**config.mk**
```make
export PLATFORM = sky130hd
export DESIGN_NAME = regbank_port_arbiter
export DESIGN_NICKNAME = d
export VERILOG_FILES = /design/src/rtl/regbank_port_arbiter.sv
export SDC_FILE = /design/constraint.sdc
export NUM_CORES = 1
export LEC_CHECK = 0
export BUFFER_PORTS_ARGS = -buffer_cell sky130_fd_sc_hd__buf_2
export CORE_ASPECT_RATIO = 0.75
export CORE_MARGIN = 3
export CORE_UTILIZATION = 46
export DETAILED_ROUTE_END_ITERATION = 8
export PLACE_DENSITY = 0.87
export SLEW_MARGIN = 20
export SYNTH_ARGS = -nofsm -noshare
export SYNTH_HDL_FRONTEND = slang
export SYNTH_SLANG_ARGS = --single-unit
```
**constraint.sdc**
```tcl
create_clock -name Clock_in -period 2.2 [get_ports Clock_in]
set_input_delay 0.22 -clock Clock_in [delete_from_list [all_inputs] [get_ports Clock_in]]
set_output_delay 0.22 -clock Clock_in [all_outputs]
set_load 0.05 [all_outputs]
```
**src/rtl/regbank_port_arbiter.sv**
```systemverilog
// regbank_port_arbiter: init sequencer plus round-robin write/read port arbiter
// for a 16 x 32-bit register bank. Reads go through a two-stage pipeline
// (bank command, result capture) with write-to-read forwarding.
module regbank_port_arbiter #(
    parameter int unsigned INIT_CYCLES = 1
) (
    input  logic        Clock_in,
    input  logic        Signal_reset,
    input  logic        Wr_req_a,
    input  logic        Wr_req_b,
    input  logic [3:0]  Wr_addr_a,
    input  logic [3:0]  Wr_addr_b,
    input  logic [31:0] Wr_data_a,
    input  logic [31:0] Wr_data_b,
    output logic        Wr_gnt_a,
    output logic        Wr_gnt_b,
    input  logic        Rd_req_a,
    input  logic        Rd_req_b,
    input  logic [3:0]  Rd_addr1_a,
    input  logic [3:0]  Rd_addr2_a,
    input  logic [3:0]  Rd_addr1_b,
    input  logic [3:0]  Rd_addr2_b,
    output logic        Rd_gnt_a,
    output logic        Rd_gnt_b,
    output logic        Rd_valid,
    output logic        Rd_owner,
    output logic [31:0] Rd_data1,
    output logic [31:0] Rd_data2,
    output logic        Bank_signal_reset,
    output logic        Bank_signal_write,
    output logic        Bank_signal_read,
    output logic [3:0]  Bank_address_to_write,
    output logic [3:0]  Bank_read_1,
    output logic [3:0]  Bank_read_2,
    output logic [31:0] Bank_data_to_write,
    input  logic [31:0] Bank_out_1,
    input  logic [31:0] Bank_out_2,
    output logic        Init_done
);

    typedef enum logic [1:0] {ST_RST, ST_INIT, ST_RUN} state_t;

    state_t      r_state;
    logic [3:0]  r_init_cnt;
    logic        r_bank_reset;
    logic        r_init_done;

    // Round-robin pointers: 0 = A has priority on a tie, 1 = B.
    logic        r_wr_ptr;
    logic        r_rd_ptr;

    // Bank command stage.
    logic        r_bank_write;
    logic [3:0]  r_wr_addr;
    logic [31:0] r_wr_data;
    logic        r_bank_read;
    logic [3:0]  r_rd_addr_1;
    logic [3:0]  r_rd_addr_2;
    logic        r_rd_owner_pend;

    // Result capture stage.
    logic        r_rd_valid;
    logic        r_rd_owner;
    logic [31:0] r_rd_data_1;
    logic [31:0] r_rd_data_2;

    logic        w_run;
    logic        w_bypass_1;
    logic        w_bypass_2;

    assign w_run = (r_state == ST_RUN);

    // Grants are purely combinational so a requester learns of its grant in the
    // same cycle it asserts the request; the pointer only breaks ties.
    assign Wr_gnt_a = w_run & Wr_req_a & (~Wr_req_b | ~r_wr_ptr);
    assign Wr_gnt_b = w_run & Wr_req_b & (~Wr_req_a |  r_wr_ptr);
    assign Rd_gnt_a = w_run & Rd_req_a & (~Rd_req_b | ~r_rd_ptr);
    assign Rd_gnt_b = w_run & Rd_req_b & (~Rd_req_a |  r_rd_ptr);

    // The bank commits the write at the end of the command cycle, so a read
    // command in that same cycle would see the old value without forwarding.
    assign w_bypass_1 = r_bank_write && (r_wr_addr == r_rd_addr_1);
    assign w_bypass_2 = r_bank_write && (r_wr_addr == r_rd_addr_2);

    // Sequencer FSM: RST -> INIT (bank reset held) -> RUN.
    always_ff @(posedge Clock_in) begin
        // NOTE: reset is sampled on the clock edge (synchronous), and every
        // sequential assignment is non-blocking so all registers update from
        // pre-edge values regardless of statement order.
        if (!Signal_reset) begin
            r_state      <= ST_RST;
            r_init_cnt   <= '0;
            r_bank_reset <= 1'b0;
            r_init_done  <= 1'b0;
        end else begin
            case (r_state)
                ST_RST: begin
                    r_state      <= ST_INIT;
                    r_init_cnt   <= 4'(INIT_CYCLES - 1);
                    r_bank_reset <= 1'b1;
                end
                ST_INIT: begin
                    if (r_init_cnt == '0) begin
                        r_state      <= ST_RUN;
                        r_bank_reset <= 1'b0;
                        r_init_done  <= 1'b1;
                    end else begin
                        r_init_cnt <= r_init_cnt - 4'd1;
                    end
                end
                default: begin
                    r_state <= ST_RUN;
                end
            endcase
        end
    end

    // Pointer update: after any grant the other side gets tie priority.
    always_ff @(posedge Clock_in) begin
        if (!Signal_reset) begin
            r_wr_ptr <= 1'b0;
            r_rd_ptr <= 1'b0;
        end else begin
            if (Wr_gnt_a)      r_wr_ptr <= 1'b1;
            else if (Wr_gnt_b) r_wr_ptr <= 1'b0;
            if (Rd_gnt_a)      r_rd_ptr <= 1'b1;
            else if (Rd_gnt_b) r_rd_ptr <= 1'b0;
        end
    end

    // Register the granted write/read into a one-cycle bank command.
    always_ff @(posedge Clock_in) begin
        if (!Signal_reset) begin
            r_bank_write    <= 1'b0;
            r_wr_addr       <= '0;
            r_wr_data       <= '0;
            r_bank_read     <= 1'b0;
            r_rd_addr_1     <= '0;
            r_rd_addr_2     <= '0;
            r_rd_owner_pend <= 1'b0;
        end else begin
            r_bank_write <= Wr_gnt_a | Wr_gnt_b;
            if (Wr_gnt_a) begin
                r_wr_addr <= Wr_addr_a;
                r_wr_data <= Wr_data_a;
            end else if (Wr_gnt_b) begin
                r_wr_addr <= Wr_addr_b;
                r_wr_data <= Wr_data_b;
            end
            r_bank_read <= Rd_gnt_a | Rd_gnt_b;
            if (Rd_gnt_a) begin
                r_rd_addr_1     <= Rd_addr1_a;
                r_rd_addr_2     <= Rd_addr2_a;
                r_rd_owner_pend <= 1'b0;
            end else if (Rd_gnt_b) begin
                r_rd_addr_1     <= Rd_addr1_b;
                r_rd_addr_2     <= Rd_addr2_b;
                r_rd_owner_pend <= 1'b1;
            end
        end
    end

    // Capture bank read data (or forwarded write data) at the end of the command cycle.
    always_ff @(posedge Clock_in) begin
        if (!Signal_reset) begin
            r_rd_valid  <= 1'b0;
            r_rd_owner  <= 1'b0;
            r_rd_data_1 <= '0;
            r_rd_data_2 <= '0;
        end else begin
            r_rd_valid <= r_bank_read;
            if (r_bank_read) begin
                r_rd_owner  <= r_rd_owner_pend;
                r_rd_data_1 <= w_bypass_1 ? r_wr_data : Bank_out_1;
                r_rd_data_2 <= w_bypass_2 ? r_wr_data : Bank_out_2;
            end
        end
    end

    assign Bank_signal_reset     = r_bank_reset;
    assign Init_done             = r_init_done;
    assign Bank_signal_write     = r_bank_write;
    assign Bank_address_to_write = r_wr_addr;
    assign Bank_data_to_write    = r_wr_data;
    assign Bank_signal_read      = r_bank_read;
    assign Bank_read_1           = r_rd_addr_1;
    assign Bank_read_2           = r_rd_addr_2;
    assign Rd_valid              = r_rd_valid;
    assign Rd_owner              = r_rd_owner;
    assign Rd_data1              = r_rd_data_1;
    assign Rd_data2              = r_rd_data_2;

endmodule
```
==> results of run 1 <==
## per-layer routing
layer | global-route usage | share of wire | vias to the layer above
met1 | 0.369 | 0.42 | 2928
met4 | 0.0656 | 0.012 | 4
met3 | 0.0844 | 0.10 | 24
li1 | - | - | 3091
met5 | 0 | 0.0014 | -
met2 | 0.455 | 0.47 | 362
## report_power, final
| part | total [uW] | internal (uW) | switching, uW |
|---|---|---|---|
| Clock | 2930 | 1980 | 942 |
| Combinational | 1490 | 398 | 1100 |
| Sequential | 2490 | 2380 | 118 |
## stage by stage
step	utilization	instance area [um2]	total power, uW
final	0.659	7740	6910
after global routing	0.659	7740	7190
after CTS	0.655	7690	6940
after detailed placement	0.602	7070	4020
after global placement	0.602	7070	4000
after floorplan	-	5590	3530
## how the worst max path moves through the flow
stage / endpoint / cells past startpoint
2_1_floorplan: Rd_data2[2] / 5
3_3_place_gp: r_init_cnt[2] / 6
3_5_place_dp: r_init_cnt[2] / 6
4_1_cts: Rd_gnt_b / 4
5_1_grt: Rd_gnt_b / 4
6_report: Rd_gnt_b / 4
## state kept, by name, indices dropped and copies added (netlist names)
register	count
Rd_data1	32
r_wr_ptr	1
Bank_data_to_write	32
Bank_signal_reset	1
Rd_data2	32
Bank_signal_write	1
Bank_read_1	4
r_init_cnt	4
Rd_owner	1
Rd_valid	1
Bank_address_to_write	4
r_state	2
Init_done	1
r_rd_ptr	1
r_rd_owner_pend	1
Bank_signal_read	1
Bank_read_2	4
## final cells by class
cell class | instances | area [um2] | area share
Multi-Input combinational cell | 523 | 2850 | 0.368
Sequential cell | 123 | 2470 | 0.319
Timing Repair Buffer | 295 | 1560 | 0.202
Tap cell | 162 | 203 | 0.0262
Inverter | 7 | 30.0 | 0.00388
Clock inverter | 7 | 138 | 0.0178
Clock buffer | 25 | 485 | 0.0628
Antenna cell | 1 | 2.50 | 0.000323
## worst min-delay path: stages
cell and delay, ns:
buf_2 0.09, nand2_1 0.04, a31oi_1 0.07
## cell families (layout without fill, tap and decap cells)
logic type	after synthesis	count (layout)
buffers and inverters	78	334
adder cells (fa/ha/maj)	2	2
flip-flops	123	123
multiplexers	2	2
XOR/XNOR	8	8
AO/OA/AOI/OAI	293	293
AND/OR/NAND/NOR	218	218
other	0	1
## layout by cell type (no fill, tap or decap), drive strengths merged, types with 2 or more instances in the layout
| cell type | synthesis | final |
|---|---|---|
| clkinvlp | 0 | 2 |
| buf | 12 | 295 |
| clkbuf | 59 | 25 |
| and2 | 4 | 4 |
| xnor2 | 6 | 6 |
| nor2b | 6 | 6 |
| ha | 2 | 2 |
| nand3 | 6 | 6 |
| xor2 | 2 | 2 |
| inv | 6 | 6 |
| o21ai | 173 | 173 |
| or2b | 2 | 2 |
| clkinv | 1 | 2 |
| or3 | 65 | 65 |
| nand2b | 2 | 2 |
| bufinv | 0 | 4 |
| or3b | 2 | 2 |
| a31oi | 109 | 109 |
| a21oi | 3 | 3 |
| nand2 | 126 | 126 |
| mux2i | 2 | 2 |
| dfxtp | 123 | 123 |
| a21boi | 5 | 5 |
## what timing repair did
action                                  in CTS  in global routing
gates resized for setup                      0                  3
buffers inserted                             0                  3
hold buffers                                 0                  0
endpoints found under the setup margin       0                  2
==> impl_metrics.toml, run 1 <==
[status]
status = "finished clean"

[sta]
max_freq_ghz = 0.512
tns_ns = 0
slew_viol_final = 0
setup_slack_ns = 0.246
tightest_slew_ns = 0.553
period_minus_slack_ns = 1.95
finalCritPeriodShare = 0.888
skew_ns = 0.0102
whs_ns = 0.0770
rsz0062_at_grt = "false"
setup_viol = 0
finalHoldViolCount = 0
slew_headroom = 0.631

[setup_path]
critPathLaunch = "r_state[0]"
r2r_cells = 6
worstPathRequired_ns = 1.98
reg2reg_to = "r_init_cnt[2]"
r2r-start = "r_init_cnt[0]"
reg2reg_slack_ns = 0.38
crit_slowest_cell = "dfxtp_1"
cp.arrival_ns = 1.73
critical-path-top-delay-family = "simple AND/OR/NAND/NOR gates"
crit_chain = "and2b_4 -> nand3_4 -> clkinvlp_4 -> buf_2"
cp_num_buf_inv = 2
max_stage_delay_ns = 0.35
cp-end-kind = "output pin"
crit_path_start_kind = "register"
crit_type = "reg2out"
worstPathMaxFanout = 10

[global_route]
grt_first_pass_wirelength_mm = 29.9
grt_max_degree = 129
antenna_found_initial = 3
overflow = 0
grt_pass1_vias = 5695
grt_use_total = 0.279

[placed_design]
dpl.hpwl_mm = 13.9
dp_slack_ns = 0.378
io_buffers = 275
gp_congestion = 0.884
dp.cells = 1107

[logic_synthesis]
synth_common_cells = "o21ai_0 (173), nand2_1 (126), dfxtp_1 (123), a31oi_1 (109), or3_1 (65)"
synth_nets = 884
synth_top_cell_area_share = 0.440
yosys.area_share.xor_xnor = 0.0125
synth-edff-count = 0
syn_avg_cell_area_um2 = 7.72
synth_mux_area_frac = 0.00358
netlist.top_cell.by_area = "dfxtp_1"
ys_types = 35
ys_ff_latch = 123
netlist_area_um2 = 5590
synthCells = 724
synth_compound_area_frac = 0.290
async_flop_share = 0
synth_flop_cell = "dfxtp_1"
synth-simple-area-share = 0.192
synth_top_family_by_area = "compound AO/OA/AOI/OAI gates"
synth_area_leaders = "dfxtp_1 (44%), o21ai_0 (15%), a31oi_1 (12%)"
yosysMostFrequentCell = "o21ai_0"
seq_area_frac_synth = 0.440
synth_fa_ha_area_frac = 0.00448
ys_warn_count = 0

[routing]
drc = 0
wl_per_cell_um = 17.1
drt_wl_total_mm = 19.6
vias = 6409
antenna_left = 0
dr.pass1.iters = 7
drtIter0Drc = 572
vias_per_cell = 5.61

[die]
ioPinCount = 276
initial_utilization = 0.476
die_w_um = 133
placementRows = 34
core_um2 = 11700
die_y_um = 101
die-area_um2 = 13500

[layout]
num-nets-final = 1127
area_delta_synth_final_pct = 38.4
drive_above_1_share = 0.342
stdcell_count = 1143
fill_cells = 1031

[clock_network]
cts_tree = "done"
cts_sinks = 123
cts_buffer_depth = 2
htreeDepth = 4
clk_pin_slew_ns = 0.06
cts_root_buffer = "clkbuf_16"
cts_made_buffers = 17
insertion_delay_ns = 0.40

[pwr]
p_leak_uw = 0.00334
ir_worst_vdd_uv = 507
powerDensity_nw_per_um2 = 894

[hold_path]
min_path_cells = 3
worst_hold_path.endpoint = "Bank_data_to_write[7]"
min_from = "Wr_data_b[7]"
hp-class = "in2reg"

[flow_run]
cap_violations = 0
Power figures use the tool's default switching activity.
==> inputs of run 2 (changes only) <==
--- a/config.mk
+++ b/config.mk
@@ -7,7 +7,6 @@
 export LEC_CHECK = 0
 export BUFFER_PORTS_ARGS = -buffer_cell sky130_fd_sc_hd__buf_2
 export CORE_ASPECT_RATIO = 0.75
-export CORE_MARGIN = 3
 export CORE_UTILIZATION = 46
 export DETAILED_ROUTE_END_ITERATION = 8
 export PLACE_DENSITY = 0.87
==> run 2 against run 1 <==
- power decreased by 4.7%
- worst hold slack got worse by 0.0056 ns
- critical path depth unchanged
- final cell count decreased by 0.61%
- clock-buffer cell count decreased by 1
- sequential power about the same
- combinational power about the same
- global-route usage increased by 2.0 points
- largest cell class unchanged
- fmax decreased by 7.2%
- critical path type unchanged
==> impl_metrics.toml, run 2 (synthesized netlist as in run 1, its figures left out) <==
[routing]
drtIter0Drc = 448
vias_per_cell = 5.52
dr.pass1.iters = 5
drc = 0
vias = 6270
drt_wl_total_mm = 19.0
wl_per_cell_um = 16.7
antenna_left = 0

[setup_path]
worstPathRequired_ns = 1.98
crit_type = "reg2out"
crit_path_start_kind = "register"
max_stage_delay_ns = 0.35
critPathLaunch = "r_state[0]"
r2r-start = "r_init_cnt[0]"
cp.arrival_ns = 1.89
cp-end-kind = "output pin"
worstPathMaxFanout = 10
crit_slowest_cell = "dfxtp_1"
crit_chain = "and2b_4 -> nand3_2 -> clkinvlp_4 -> buf_2"

[layout]
fill_cells = 1048
num-nets-final = 1121
drive_above_1_share = 0.339
stdcell_count = 1136
final_common_cell = "buf_2"
layout_common_cells = "buf_2 (274), o21ai_0 (173), nand2_1 (126)"
area_delta_synth_final_pct = 36.4

[die]
die_y_um = 97.5
die-area_um2 = 12600
initial_utilization = 0.478
ioPinCount = 276
core_um2 = 11700
placementRows = 34
die_w_um = 129

[pwr]
ir_worst_vdd_uv = 591
powerDensity_nw_per_um2 = 864
p_leak_uw = 0.00328

[global_route]
grt_max_degree = 130
grt_pass1_vias = 5727
grt_first_pass_wirelength_mm = 29.1
overflow = 0
grt_use_total = 0.299
antenna_found_initial = 2

[placed_design]
dpl.hpwl_mm = 13.2
dp.cells = 1104
gp_congestion = 0.902
io_buffers = 275

[clock_network]
cts_sinks = 123
insertion_delay_ns = 0.40
clk_pin_slew_ns = 0.05
cts_resized = 0
post-cts-setup-buffers = 0
cts_root_buffer = "clkbuf_16"
cts_tree = "done"
htreeDepth = 4
cts_hold_buf = 0
cts_buffer_depth = 2
cts_made_buffers = 17

[hold_path]
min_from = "Wr_data_b[2]"
hp-class = "in2reg"

[sta]
finalCritPeriodShare = 0.957
rsz0062_at_grt = "false"
slew_headroom = 0.630
period_minus_slack_ns = 2.11
max_freq_ghz = 0.475
skew_ns = 0.00815
slew_viol_final = 0
tns_ns = 0
tightest_slew_ns = 0.555
setup_viol = 0
finalHoldViolCount = 0

[flow_run]
cap_violations = 0

[status]
status = "finished clean"
[run 2: cell count changes in the layout (fill, tap and decap cells not counted)]
cell,change
clkbuf_1,-2
clkbuf_8,+1
buf_12,+1
buf_4,-6
bufinv_16,-3
nand3_2,+2
nand3_4,-2
clkinvlp_4,+1
buf_2,-1
clkinv_2,+2
[run 2: metrics by stage]
| stage | hold slack (ns) | util | worst slack [ns] | instance area (um2) | power [uW] |
|---|---|---|---|---|---|
| finish | 0.0714 | 0.652 | 0.0942 | 7620 | 6590 |
| global route | 0.0730 | 0.652 | 0.00741 | 7620 | 6850 |
| CTS | 0.0551 | 0.651 | 0.0863 | 7620 | 6610 |
| detailed placement | 0.473 | 0.604 | 0.433 | 7060 | 4010 |
| global placement | 0.462 | 0.604 | 0.501 | 7060 | 3990 |
| floorplan | 0.375 | - | 0.417 | 5590 | 3530 |
[run 2: routing by layer]
metal  vias to the layer above  wire, um  track usage
met5                         -         0            0
met4                         0       274        0.103
met3                        18      1610       0.0738
met2                       288      8660        0.475
met1                      2881      8410        0.392
li1                       3083         -            -
[run 2: worst max-delay path, delay by kind of cell, from the launching register on]
family	cells	cell delay (ns)
buffers and inverters	2	0.56
flip-flops	1	0.35
AND/OR/NAND/NOR	2	0.56
[run 2: where the power goes]
group,switching [uW],internal [uW]
Clock,951,1660
Sequential,111,2380
Combinational,1100,394
Total,2160,4430
[run 2: layout make-up]
cell class                 instances  area, um2  area share
clock buffer                      24        492      0.0645
timing repair buffer             289       1530       0.201
sequential                       123       2470       0.323
inverter                           7       30.0     0.00394
clock inverter                     7       65.1     0.00853
tap                              162        203      0.0266
antenna                            1       2.50    0.000328
multi-input combinational        523       2830       0.372
[run 2: final timing paths]
kind                                               to  slack, ns  cells past startpoint
worst min register to register               r_wr_ptr       0.48                      2
worst max register to register          r_init_cnt[2]       0.42                      6
worst max-delay path                         Rd_gnt_b       0.09                      4
worst min-delay path            Bank_data_to_write[2]       0.07                      3
==> inputs of run 3 (changes only) <==
--- a/config.mk
+++ b/config.mk
@@ -9,7 +9,7 @@
 export CORE_ASPECT_RATIO = 0.75
 export CORE_UTILIZATION = 46
 export DETAILED_ROUTE_END_ITERATION = 8
-export PLACE_DENSITY = 0.87
+export PLACE_DENSITY = 0.8
 export SLEW_MARGIN = 20
 export SYNTH_ARGS = -nofsm -noshare
 export SYNTH_HDL_FRONTEND = slang
==> run 3 against run 2 <==
- critical path type unchanged
- via count increased by 1.1%
- final cell count is 0.70% higher
- first-iteration DRC count increased by 24%
- combinational power about the same
==> impl_metrics.toml, run 3 (synthesized netlist as in run 1, its figures left out) <==
[routing]
antenna_left = 0
met2_wirelength_mm = 8.59
drtIter0Drc = 556
wl_per_cell_um = 16.7
vias_per_cell = 5.54
wl_met1_mm = 8.47
drt_wl_total_mm = 19.1
top_layer_used = "met4"
dr.pass1.iters = 5
vias = 6341
route.met3.wl_mm = 1.81
drc = 0

[pwr]
switching_share = 0.321
ir_worst_vdd_uv = 527
power.switching_uw = 2210
comb_power_share = 0.215
p_seq_frac = 0.364
internal-power_uw = 4670
p_leak_uw = 0.00332
powerDensity_nw_per_um2 = 891
clockPowerShare = 0.422

[die]
placementRows = 34
die_y_um = 97.5
die-area_um2 = 12600
initial_utilization = 0.478
core_um2 = 11700
ioPinCount = 276
die_w_um = 129

[setup_path]
cp-end-kind = "output pin"
worstPathRequired_ns = 1.98
cp.arrival_ns = 1.87
crit_slowest_cell = "dfxtp_1"
crit_path_start_kind = "register"
worstPathMaxFanout = 22
crit_type = "reg2out"
cp_num_buf_inv = 2
reg2reg_slack_ns = 0.39
crit_chain = "and2b_4 -> nand3_2 -> inv_2 -> buf_2"
critical-path-top-delay-family = "buffers and inverters"
max_stage_delay_ns = 0.35
r2r_cells = 6
crit_cells = 4

[layout]
layout_common_cells = "buf_2 (274), o21ai_0 (173), nand2_1 (126)"
drive_above_1_share = 0.344
num-nets-final = 1126
area_delta_synth_final_pct = 38.0
final_common_cell = "buf_2"

[placed_design]
dp_slack_ns = 0.413
dpl.hpwl_mm = 13.6
gp_congestion = 0.898
io_buffers = 275

[sta]
period_minus_slack_ns = 2.09
max_freq_ghz = 0.478
finalCritPeriodShare = 0.950
setup_viol = 0
slew_headroom = 0.618
finalHoldViolCount = 0
rsz0062_at_grt = "false"
tightest_slew_ns = 0.573
slew_viol_final = 0
setup_slack_ns = 0.110
tns_ns = 0
skew_ns = 0.0122

[clock_network]
clk_pin_slew_ns = 0.06
cts_hold_buf = 0
post-cts-setup-buffers = 0
cts_tree = "done"
cts_root_buffer = "clkbuf_16"
cts_buffer_depth = 2
htreeDepth = 4
insertion_delay_ns = 0.41
cts_made_buffers = 17
cts_resized = 0
cts_sinks = 123

[global_route]
grt_max_degree = 65
grt_pass1_vias = 5668
overflow = 0
grt_use_total = 0.305
grt_first_pass_wirelength_mm = 29.8
antenna_found_initial = 3

[hold_path]
hp-class = "in2reg"
min_path_cells = 3

[flow_run]
cap_violations = 0

[status]
status = "finished clean"
==> run 3: final timing paths <==
check / from / endpoint
worst max register to register: r_init_cnt[0] / r_init_cnt[2]
worst min register to register: Bank_data_to_write[31] / Bank_data_to_write[31]
worst min-delay path: Wr_data_b[13] / Bank_data_to_write[13]
worst max-delay path: r_state[0] / Wr_gnt_b
==> run 3: per-stage QoR <==
step / cell area, um2 / power (uW) / hold WS (ns) / instances / utilization
global route: 7710 / 7150 / 0.0650 / 1142 / 0.659
floorplan: 5590 / 3530 / 0.375 / 724 / -
finish: 7720 / 6880 / 0.0701 / 1144 / 0.660
detailed placement: 7090 / 4010 / 0.477 / 1109 / 0.606
global placement: 7090 / 4000 / 0.463 / 1109 / 0.606
CTS: 7710 / 6900 / 0.0539 / 1141 / 0.659
==> run 3: tightest hold or removal path, cell delays in order <==
cell and delay (ns):
buf_2 0.09, nand2_1 0.05, a31oi_1 0.07
==> run 3: cell type report <==
type / instances / area (um2)
Inverter: 7 / 26.3
Timing Repair Buffer: 294 / 1560
Antenna cell: 3 / 7.51
Multi-Input combinational cell: 523 / 2830
Clock inverter: 10 / 139
Tap cell: 162 / 203
Clock buffer: 22 / 484
Fill cell: 1004 / 3980
Sequential cell: 123 / 2470
==> run 3: per-layer routing <==
metal / track usage / vias up
met5: 0 / -
met4: 0.108 / 0
met3: 0.0798 / 24
met2: 0.460 / 316
met1: 0.417 / 2901
li1: - / 3100
==> run 3: power by group through the flow <==
stage          clock network, uW  registers [uW]  logic, uW
6_report                    2900            2500       1480
5_1_grt                     3040            2520       1590
4_1_cts                     2930            2500       1470
3_5_place_dp                   0            2540       1470
3_3_place_gp                   0            2540       1460
2_1_floorplan                  0            2980        545
